File: src/rtl/amm_pkg.sv
// Shared types and helpers for the Avalon-MM slave register endpoint.
package amm_pkg;

    localparam int AMM_DW  = 32;
    localparam int AMM_BEW = 4;

    typedef enum logic [1:0] {IDLE, WAIT, ACK, TURN} amm_slv_state_t;

    function automatic logic [AMM_DW-1:0] amm_be_merge(
        input logic [AMM_DW-1:0]  old,
        input logic [AMM_DW-1:0]  wdata,
        input logic [AMM_BEW-1:0] be
    );
        logic [AMM_DW-1:0] res;
        res = old;
        for (int b = 0; b < AMM_BEW; b++) begin
            if (be[b]) res[8*b +: 8] = wdata[8*b +: 8];
        end
        return res;
    endfunction

endpackage

File: src/rtl/amm_slave_regs_if.sv
// Avalon-MM slave-side signal bundle; the master drives requests, the slave answers.
interface amm_slave_regs_if;
    import amm_pkg::*;

    logic [AMM_DW-1:0]  s_address;
    logic               s_read;
    logic               s_write;
    logic [AMM_DW-1:0]  s_writedata;
    logic [AMM_BEW-1:0] s_byteenable;
    logic [AMM_DW-1:0]  s_readdata;
    logic               s_waitrequest;

    modport master (
        output s_address, s_read, s_write, s_writedata, s_byteenable,
        input  s_readdata, s_waitrequest
    );

    modport slave (
        input  s_address, s_read, s_write, s_writedata, s_byteenable,
        output s_readdata, s_waitrequest
    );

endinterface

File: src/rtl/amm_regs_bank.sv
// RW register storage with byte-enable merge, one-cycle write strobes and the
// combinational read mux over RW registers, RO status words and unmapped space.
module amm_regs_bank
    import amm_pkg::*;
#(
    parameter int                P_NREGS    = 8,
    parameter int                P_NSTAT    = 4,
    parameter logic [AMM_DW-1:0] P_RST_VAL  = 32'h0000_0000,
    parameter logic [AMM_DW-1:0] P_UNMAPPED = 32'hDEAD_BEEF
) (
    input  logic                      o_clk,
    input  logic                      i_reset,
    input  logic                      wr_en_i,
    input  logic [31:0]               wr_idx_i,
    input  logic [AMM_DW-1:0]         wdata_i,
    input  logic [AMM_BEW-1:0]        be_i,
    input  logic [31:0]               rd_idx_i,
    output logic [AMM_DW-1:0]         rd_data_o,
    output logic [AMM_DW*P_NREGS-1:0] o_regs,
    output logic [P_NREGS-1:0]        o_wstb,
    input  logic [AMM_DW*(P_NSTAT > 0 ? P_NSTAT : 1)-1:0] i_status
);

    logic [AMM_DW-1:0]  regs_q [P_NREGS];
    logic [P_NREGS-1:0] wstb_q;

    // Strobe pulses even for an all-zero byteenable: the access itself is the event.
    always_ff @(posedge o_clk) begin
        if (i_reset) begin
            for (int k = 0; k < P_NREGS; k++) regs_q[k] <= P_RST_VAL;
            wstb_q <= '0;
        end else begin
            wstb_q <= '0;
            for (int k = 0; k < P_NREGS; k++) begin
                if (wr_en_i && wr_idx_i == 32'(k)) begin
                    regs_q[k] <= amm_be_merge(regs_q[k], wdata_i, be_i);
                    wstb_q[k] <= 1'b1;
                end
            end
        end
    end

    for (genvar g = 0; g < P_NREGS; g++) begin : g_flat
        assign o_regs[AMM_DW*g +: AMM_DW] = regs_q[g];
    end

    assign o_wstb = wstb_q;

    always_comb begin
        rd_data_o = P_UNMAPPED;
        for (int k = 0; k < P_NREGS; k++) begin
            if (rd_idx_i == 32'(k)) rd_data_o = regs_q[k];
        end
        for (int k = 0; k < P_NSTAT; k++) begin
            if (rd_idx_i == 32'(P_NREGS + k)) rd_data_o = i_status[AMM_DW*k +: AMM_DW];
        end
    end

endmodule

File: src/rtl/amm_slave_regs.sv
// Avalon-MM slave endpoint: RW register bank plus RO status window, with
// P_WAIT wait states, a single-cycle acknowledge and a turnaround cycle.
module amm_slave_regs
    import amm_pkg::*;
#(
    parameter int                P_NREGS    = 8,
    parameter int                P_NSTAT    = 4,
    parameter int                P_WAIT     = 0,
    parameter logic [AMM_DW-1:0] P_RST_VAL  = 32'h0000_0000,
    parameter logic [AMM_DW-1:0] P_UNMAPPED = 32'hDEAD_BEEF
) (
    input  logic                      o_clk,
    input  logic                      i_reset,
    amm_slave_regs_if.slave           s,
    output logic [AMM_DW*P_NREGS-1:0] o_regs,
    output logic [P_NREGS-1:0]        o_wstb,
    input  logic [AMM_DW*(P_NSTAT > 0 ? P_NSTAT : 1)-1:0] i_status
);

    if (P_WAIT < 0 || P_WAIT > 15) begin : g_bad_wait
        $error("amm_slave_regs: P_WAIT must be within 0..15");
    end
    if (P_NREGS + P_NSTAT > 128) begin : g_bad_map
        $error("amm_slave_regs: P_NREGS+P_NSTAT must not exceed 128");
    end

    amm_slv_state_t    state_q, state_d;
    logic [3:0]        cnt_q, cnt_d;
    logic [AMM_DW-1:0] rdata_q, rdata_d;
    logic [AMM_DW-1:0] bank_rdata;
    logic [31:0]       idx;
    logic              req;
    logic              rd_load;
    logic              wreq;
    logic              wr_en;

    assign idx   = {2'b00, s.s_address[31:2]};
    assign req   = s.s_read | s.s_write;
    assign wr_en = (state_q == ACK) && s.s_write;

    always_comb begin
        state_d = state_q;
        cnt_d   = cnt_q;
        wreq    = 1'b1;
        rd_load = 1'b0;
        case (state_q)
            IDLE: begin
                if (req) begin
                    if (P_WAIT > 0) begin
                        state_d = WAIT;
                        cnt_d   = 4'(P_WAIT);
                    end else begin
                        state_d = ACK;
                        rd_load = 1'b1;
                    end
                end
            end
            WAIT: begin
                // A master that withdraws mid-wait gets no side effect.
                if (!req) begin
                    state_d = IDLE;
                    cnt_d   = '0;
                end else if (cnt_q == 4'd1) begin
                    state_d = ACK;
                    cnt_d   = '0;
                    rd_load = 1'b1;
                end else begin
                    cnt_d = cnt_q - 4'd1;
                end
            end
            ACK: begin
                wreq    = 1'b0;
                state_d = TURN;
            end
            TURN:    state_d = IDLE;
            default: state_d = IDLE;
        endcase
    end

    // Read-and-write together is a write; readdata keeps its old value.
    always_comb begin
        rdata_d = rdata_q;
        if (rd_load && s.s_read && !s.s_write) rdata_d = bank_rdata;
    end

    always_ff @(posedge o_clk) begin
        if (i_reset) begin
            state_q <= IDLE;
            cnt_q   <= '0;
            rdata_q <= '0;
        end else begin
            state_q <= state_d;
            cnt_q   <= cnt_d;
            rdata_q <= rdata_d;
        end
    end

    assign s.s_waitrequest = wreq;
    assign s.s_readdata    = rdata_q;

    amm_regs_bank #(
        .P_NREGS    (P_NREGS),
        .P_NSTAT    (P_NSTAT),
        .P_RST_VAL  (P_RST_VAL),
        .P_UNMAPPED (P_UNMAPPED)
    ) u_bank (
        .o_clk     (o_clk),
        .i_reset   (i_reset),
        .wr_en_i   (wr_en),
        .wr_idx_i  (idx),
        .wdata_i   (s.s_writedata),
        .be_i      (s.s_byteenable),
        .rd_idx_i  (idx),
        .rd_data_o (bank_rdata),
        .o_regs    (o_regs),
        .o_wstb    (o_wstb),
        .i_status  (i_status)
    );

endmodule

File: src/flat_wrapper.sv
// flat-port wrapper written by rule: the top's interface ports become plain ports
module amm_slave_regs_flat import amm_pkg::*;
#(
    parameter int                P_NREGS    = 8,
    parameter int                P_NSTAT    = 4,
    parameter int                P_WAIT     = 0,
    parameter logic [AMM_DW-1:0] P_RST_VAL  = 32'h0000_0000,
    parameter logic [AMM_DW-1:0] P_UNMAPPED = 32'hDEAD_BEEF
)
  (o_clk, i_reset, o_regs, o_wstb, i_status, s_s_address, s_s_read, s_s_write, s_s_writedata, s_s_byteenable, s_s_readdata, s_s_waitrequest);
  amm_slave_regs_if s_i ();
  input  logic o_clk;
  input  logic i_reset;
  output logic [AMM_DW*P_NREGS-1:0] o_regs;
  output logic [P_NREGS-1:0] o_wstb;
  input  logic [AMM_DW*(P_NSTAT > 0 ? P_NSTAT : 1)-1:0] i_status;
  input wire logic [$bits(s_i.s_address)-1:0] s_s_address;
  input wire logic [$bits(s_i.s_read)-1:0] s_s_read;
  input wire logic [$bits(s_i.s_write)-1:0] s_s_write;
  input wire logic [$bits(s_i.s_writedata)-1:0] s_s_writedata;
  input wire logic [$bits(s_i.s_byteenable)-1:0] s_s_byteenable;
  output wire logic [$bits(s_i.s_readdata)-1:0] s_s_readdata;
  output wire logic [$bits(s_i.s_waitrequest)-1:0] s_s_waitrequest;
  assign s_i.s_address = s_s_address;
  assign s_i.s_read = s_s_read;
  assign s_i.s_write = s_s_write;
  assign s_i.s_writedata = s_s_writedata;
  assign s_i.s_byteenable = s_s_byteenable;
  assign s_s_readdata = s_i.s_readdata;
  assign s_s_waitrequest = s_i.s_waitrequest;
  amm_slave_regs #(.P_NREGS(P_NREGS), .P_NSTAT(P_NSTAT), .P_WAIT(P_WAIT), .P_RST_VAL(P_RST_VAL), .P_UNMAPPED(P_UNMAPPED)) u_core (.o_clk(o_clk), .i_reset(i_reset), .s(s_i), .o_regs(o_regs), .o_wstb(o_wstb), .i_status(i_status));
endmodule
File: config.mk
export PLATFORM = sky130hd
export DESIGN_NAME = amm_slave_regs_flat
export DESIGN_NICKNAME = d
export VERILOG_FILES = /design/src/rtl/amm_pkg.sv /design/src/rtl/amm_slave_regs_if.sv /design/src/rtl/amm_regs_bank.sv /design/src/rtl/amm_slave_regs.sv /design/src/flat_wrapper.sv
export SDC_FILE = /design/constraint.sdc
export NUM_CORES = 1
export LEC_CHECK = 0
export ABC_AREA = 1
export CAP_MARGIN = 10
export CORE_AREA = 4 4 189 191
export DETAILED_ROUTE_END_ITERATION = 8
export DIE_AREA = 0 0 193 195
export PLACE_DENSITY = 0.75
export SKIP_CTS_REPAIR_TIMING = 1
export SLEW_MARGIN = 10
export SYNTH_ARGS = -nofsm -noshare
export SYNTH_HDL_FRONTEND = slang
export SYNTH_HIERARCHICAL = 1
export SYNTH_SLANG_ARGS = --single-unit
export TNS_END_PERCENT = 5
File: constraint.sdc
create_clock -name o_clk -period 6.45 [get_ports o_clk]
set_input_delay 1.29 -clock o_clk [delete_from_list [all_inputs] [get_ports o_clk]]
set_output_delay 1.29 -clock o_clk [all_outputs]
set_load 0.02 [all_outputs]
==> metrics.txt, run 1 <==
P_sw 1.243 mW; Setup crit start s_s_address[27]; Starting Density 0.4381; CP arrival ~5.1 ns; Max-slew headroom 0.1673; fmax around 220 MHz; Root Buffer clkbuf_16; Synth area leaders edfxtp_1 (51%), nor2_1 (12%), nand2_1 (8.4%), dfxtp_1 (6.2%), inv_1 (3.6%); max cap viols 0; Synth top area share 0.5143; filler cell count slightly below 3,000; Finished Layout Cells roughly 2,700; Pleak 8.565 nW; critical setup path kind in -> reg; Tcrit/Tclk final 0.7197; RSZ-0062 raised after global routing no; Yosys reg bits 302; initial DRC count around 1,500; Reg power frac 0.454; leading cell type in the layout, fill and taps excluded clkdlybuf4s50_1; die width approximately 190 um; detailed placement HPWL 47.19 mm; Final Setup Violations 0; end of the worst register-to-register path u_core/u_bank/regs_q[1][58]; Multi-input gate area around 5300 um2; Setup WS post-layout approximately 1.8 ns; synthesis-to-layout area growth 43.32%; Cells after DPL around 2,600; clock share of power 0.412; final hold vios 0; CTS Buf Count 35; Worst EP required just under 7 ns; Detailed Route WL 61.58 mm; CTS tree done; number of global-route vias before repair ~14,000; initial antenna violation count 2; Hold Crit Start u_core/s.s_readdata[7]; drt pass-1 iters 5; critical path startpoint category input pin; Synth Instances about 1,700; syn_area_per_cell around 8.7 um2; CTS sink count approximately 300; Final Skew around 0.021 ns; crit path max fanout 23; startpoint of the worst-slack reg-to-reg timing path u_core/state_q[1]; Warnings, synthesis 6; placed cell areas between 20,000 and 25,000 um2; maximum vdd drop roughly 0.25 mV; design area roughly 21,000 um2; remaining antenna violation count after routing 0; die area between 30,000 and 40,000 um2; Synth Flop Type edfxtp_1; worst skew pair latency around 0.53 ns; global route overflow 0; register area 8608 um2; core area between 30,000 and 40,000 um2; Via density between 5 and 6; sequential area share after synthesis 0.5759; number of I/O pins 497; post-synth top area cell edfxtp_1; Longest Clk Path Bufs 3; most frequent cells in the layout clkdlybuf4s50_1 (493), nor2_1 (478), nand2_1 (334), edfxtp_1 (256), inv_1 (143); CP endpoint kind register; Place WS 1.435 ns; Comb power frac 0.133; Slew Viols, Final 0; Post-synth EDFFs approximately 260; Routed wire per std cell 22.94 um; Final nets about 2,400; Worst Tran Pin Value around 1.2 ns; port buffer count roughly 490; R2R depth 11; count of different cell masters after synthesis 41; die height between 150 and 200 um; pwr dens approximately 230 nW/um2; cell area after synthesis 14,950 um2; post-route DRC violation count 0; internal power about 3.8 mW; Vias 14,269; RePlAce Congestion approximately 0.95; Async S/R FF share, synth 0; Reg2Reg Setup Slack between 3 and 4 ns; H-tree Lvls 2; hold crit path type reg -> reg; fin crit period ~4.6 ns; largest net degree at the start of global routing between 60 and 70; run status finished clean; GRT Overall Usage 0.3138; Fin Setup TNS 0 ns; first-pass GRT wire length ~89 mm; std cell rows between 60 and 70; share of layout cells above drive strength 1 0.06867; final hold slack approximately 0.48 ns; worst hold path depth 2; Min-Delay Endpoint u_core/s.s_readdata[7]; clock-pin slew on the worst setup and hold paths 0.06 ns; switching part of the total power 0.2474
stage by stage:
step             util  total power [mW]
2_1_floorplan       -             2.579
3_3_place_gp   0.5929             2.980
3_5_place_dp   0.5929             2.989
4_1_cts        0.6276             5.060
5_1_grt        0.6279             5.173
6_report       0.6279             5.026
cell usage after synthesis (10+ instances only):
cell type,number
nand3_1,34
inv_2,10
nand4_1,27
buf_2,34
dfxtp_1,46
inv_1,143
clkbuf_1,22
nand2_1,334
nor3_1,38
or2_2,26
a21oi_1,67
o21ai_1,11
nor2_1,480
buf_6,12
edfxtp_1,256
o21ai_0,65
nand3b_1,37
layout make-up:
class                      instances  share of cell area
sequential                       302              0.4018
multi-input combinational       1187              0.2490
timing repair buffer             521              0.2399
clock buffer                      46             0.04328
inverter                         154             0.02710
tap                              455             0.02658
clock inverter                    18             0.01203
antenna                            2           0.0002336
how the worst max path moves through the flow:
stage                     cells after the start  slack [ns]                           end
final                                        17        1.81        u_core/s.s_readdata[7]
after global routing                         19        1.58       u_core/s.s_readdata[23]
after CTS                                    17        1.91       u_core/s.s_readdata[15]
after detailed placement                     17        1.44       u_core/s.s_readdata[15]
after global placement                       17        1.47       u_core/s.s_readdata[15]
after floorplan                               6        3.00  u_core/u_bank/regs_q[0][100]
worst max-delay path, cell delays in order:
cell and delay (ns):
clkdlybuf4s50_1 0.49, nor2_1 0.05, nand2_1 0.10, nor2_4 0.06
nand2_1 0.07, buf_4 0.35, nor2_4 0.20, nand2_1 0.68
o21ai_0 0.16, o21ai_0 0.43, nand4_1 0.20, o21ai_0 0.45
nand4_1 0.14, nand2_1 0.11, nand3b_1 0.11, nand2_1 0.08
nor2_1 0.11
routing by layer:
layer | GRT usage | wire length [um] | part of all wire
met5 | 0 | 0 | 0
met4 | 0.1178 | 2569 | 0.042
met3 | 0.09707 | 7747 | 0.13
met2 | 0.4999 | 27840 | 0.45
met1 | 0.4035 | 23430 | 0.38
kinds of logic (layout without fill, tap and decap cells):
kind of cell	count (synthesis)	after routing	share of synthesized area
AOI/OAI and AO/OA	153	153	0.05357
adders and majority gates	2	2	0.001674
other	1	6	0.0002509
xor gates and xnor gates	1	1	0.0005861
DFF	302	302	0.5759
buffers and inverters	232	739	0.06873
and+or+nand+nor	1027	1027	0.2993
registers in the layout (all words and copies together), names as in the netlist:
signal / flops
u_core/cnt_q: 4
u_core/s.s_readdata: 32
u_core/state_q: 2
u_core/u_bank/o_wstb: 8
u_core/u_bank/regs_q: 256
power by group through the flow:
stage | clock network [mW] | registers [mW] | logic [mW]
detailed placement | 0 | 2.32 | 0.665
global placement | 0 | 2.32 | 0.660
CTS | 2.11 | 2.28 | 0.669
finish | 2.07 | 2.28 | 0.669
global route | 2.17 | 2.29 | 0.705
floorplan | 0 | 2.43 | 0.150
No activity file was read; power rests on OpenSTA's default activity.
==> run 2: changes to the inputs <==
Settings changed: CORE_AREA 4 4 189 191 to not set, CORE_ASPECT_RATIO set to 1.2, CORE_MARGIN set to 4, CORE_UTILIZATION set to 42, DIE_AREA 0 0 193 195 to not set.
Clock period 6.45 ns to 3.9 ns, I/O delays scaled along.
==> metrics.txt, run 2 (synthesis gave the netlist of run 1 again) <==
Routed wire per std cell 22.57 um (was 22.94 um); Cells after DPL 2,698 (was 2,618); detailed placement HPWL 49.02 mm (was 47.19 mm); most frequent cells in the layout clkdlybuf4s50_1 (493), nor2_1 (478), nand2_1 (334), edfxtp_1 (256), inv_1 (143) (unchanged); die width 180.2 um (was 193 um); number of I/O pins 497 (unchanged); critical setup path kind in -> reg (unchanged); largest net degree at the start of global routing 65 (unchanged); max cap viols 0 (unchanged); met3 usage 0.06753 (was 0.09707); max reg flops 256 (unchanged); number of global-route vias before repair 14,344 (was 13,974); Slew Viols, Final 0 (unchanged); RePlAce Congestion 0.9806 (was 0.9528); Starting Density 0.4259 (was 0.4381); worst skew pair latency 0.59 ns (was 0.53 ns); Via density 5.220 (was 5.314); pwr dens 366.9 nW/um2 (was 234.6 nW/um2); drt pass-1 iters 5 (unchanged); Root Buffer clkbuf_16 (unchanged); gr busiest metal met2 (unchanged); crit path max fanout 17 (was 23); fin crit period between 3 and 4 ns; remaining antenna violation count after routing 0 (unchanged); Vias 14,397 (was 14,269); Worst path most repeated cell nand2_1 (unchanged); synthesis-to-layout area growth 46.58% (was 43.32%); Finished Layout Cells 2,758 (was 2,685); critical path, cell by cell clkdlybuf4s50_1 > nor2_1 > nand2_1 > nor2_4 > nand2_1 > buf_4 > nor2_4 > nand2_1 > o21ai_0 > nor3_1 > nand3_1 > nor3_1 > nand2_1 > nand2_1 > nand2_1 > nand2_1 > nand3b_1 > nand2_1 > nor2_1 (was clkdlybuf4s50_1 > nor2_1 > nand2_1 > nor2_4 > nand2_1 > buf_4 > nor2_4 > nand2_1 > o21ai_0 > o21ai_0 > nand4_1 > o21ai_0 > nand4_1 > nand2_1 > nand3b_1 > nand2_1 > nor2_1); initial DRC count 1,465 (was 1,468); initial antenna violation count 2 (unchanged); Final nets 2,471 (was 2,403); die height 214.7 um (was 195 um); Worst Tran Pin Value 0.6622 ns (was 1.236 ns); placed cell areas 20,850 um2 (was 20,230 um2); Max-slew headroom 0.5580 (was 0.1673); Final Setup Violations 0 (unchanged); Crit path largest cell delay 0.51 ns (was 0.68 ns); M2 GR Usage 0.5128 (was 0.4999); Pleak 8.869 nW (was 8.565 nW); CP arrival 3.73 ns (was 5.09 ns); die area 38,680 um2 (was 37,640 um2); share of layout cells above drive strength 1 0.09547 (was 0.06867); global route overflow 0 (unchanged); CTS sink count 302 (unchanged); CTS tree done (unchanged); Fin Setup TNS 0 ns (unchanged); first-pass GRT wire length 91.74 mm (was 88.69 mm); fmax roughly 310 MHz; run status finished clean (unchanged); Tcrit/Tclk final 0.8199; Final Skew 0.02450 ns (was 0.02100 ns); final hold vios 0 (unchanged); CP endpoint kind register (unchanged); Most flops, register u_core/u_bank/regs_q (unchanged); post-route DRC violation count 0 (unchanged); CTS Buf Count 31 (was 35); clock-pin slew on the worst setup and hold paths 0.07 ns (was 0.06 ns); design area 21,910 um2 (was 21,420 um2); H-tree Lvls 1 (was 2); R2R depth 11 (unchanged); Longest Clk Path Bufs 3 (unchanged); Detailed Route WL 62.25 mm (was 61.58 mm); hold crit path type reg -> reg (unchanged); met1 track demand over resource 0.4012 (was 0.4035); GRT Overall Usage 0.3093 (was 0.3138); RSZ-0062 raised after global routing no (unchanged); Worst EP required 4.43 ns (was 6.90 ns); core area 35,100 um2 (was 34,120 um2); critical path startpoint category input pin (unchanged); worst hold path depth 2 (unchanged); maximum vdd drop 0.3701 mV (was 0.2507 mV); leading cell type in the layout, fill and taps excluded clkdlybuf4s50_1 (unchanged); Critical-path top delay cell clkdlybuf4s50_1 (was nand2_1); std cell rows 75 (was 68); port buffer count 494 (unchanged)
## run 2: changes by cell type in the layout (fill, tap and decap cells not counted), moves of 4 or more
| cell | change |
|---|---|
| buf_4 | +68 |
| clkbuf_1 | -7 |
| clkinv_1 | +7 |
| buf_12 | +5 |
| clkbuf_16 | -4 |
| o21ai_0 | +4 |
| o21ai_1 | -4 |
## run 2: per-stage QoR
step	total power [mW]	utilization	setup WS, ns	hold slack, ns
after floorplan	4.265	-	0.9597	0.4651
after global placement	4.959	0.5940	0.2418	0.4626
after detailed placement	4.977	0.5940	0.2214	0.4688
after CTS	8.078	0.6241	0.7821	0.4854
after global routing	8.295	0.6243	0.4819	0.5160
final	8.039	0.6243	0.7023	0.4820
## run 2: power by group
part	switching, mW	internal (mW)	total (mW)
Clock	1.28	1.85	3.12
Sequential	0.110	3.67	3.78
Combinational	0.617	0.522	1.14
## run 2: path summary, 6_finish.rpt
| check | startpoint | endpoint | slack [ns] |
|---|---|---|---|
| worst max-delay path | s_s_address[28] | u_core/s.s_readdata[23] | 0.70 |
| worst min-delay path | u_core/s.s_readdata[12] | u_core/s.s_readdata[12] | 0.48 |
| worst max register to register | u_core/state_q[1] | u_core/u_bank/regs_q[1][45] | 1.34 |
| worst min register to register | u_core/s.s_readdata[12] | u_core/s.s_readdata[12] | 0.48 |
## run 2: cell type report
class / instances / area [um2]
diodes: 2 / 5.005
clock buffers: 34 / 787.0
clock inverters: 24 / 271.5
fillers: 2972 / 13190
inverters: 154 / 580.6
multi-input cells: 1187 / 5334
flip-flops and latches: 302 / 8608
well taps: 462 / 578.1
repair buffers: 593 / 5746
## run 2: critical path: cells and delay by family
kind | cells | cell delay [ns]
buffers and inverters | 2 | 0.82
and+or+nand+nor | 16 | 2.04
AOI/OAI and AO/OA | 1 | 0.10
## run 2: routing by layer
metal	wire, um	share of wire	vias to the layer above
li1	-	-	6715
met1	24120	0.39	6737
met2	29730	0.48	828
met3	6052	0.097	117
met4	2359	0.038	0
met5	0	0	-
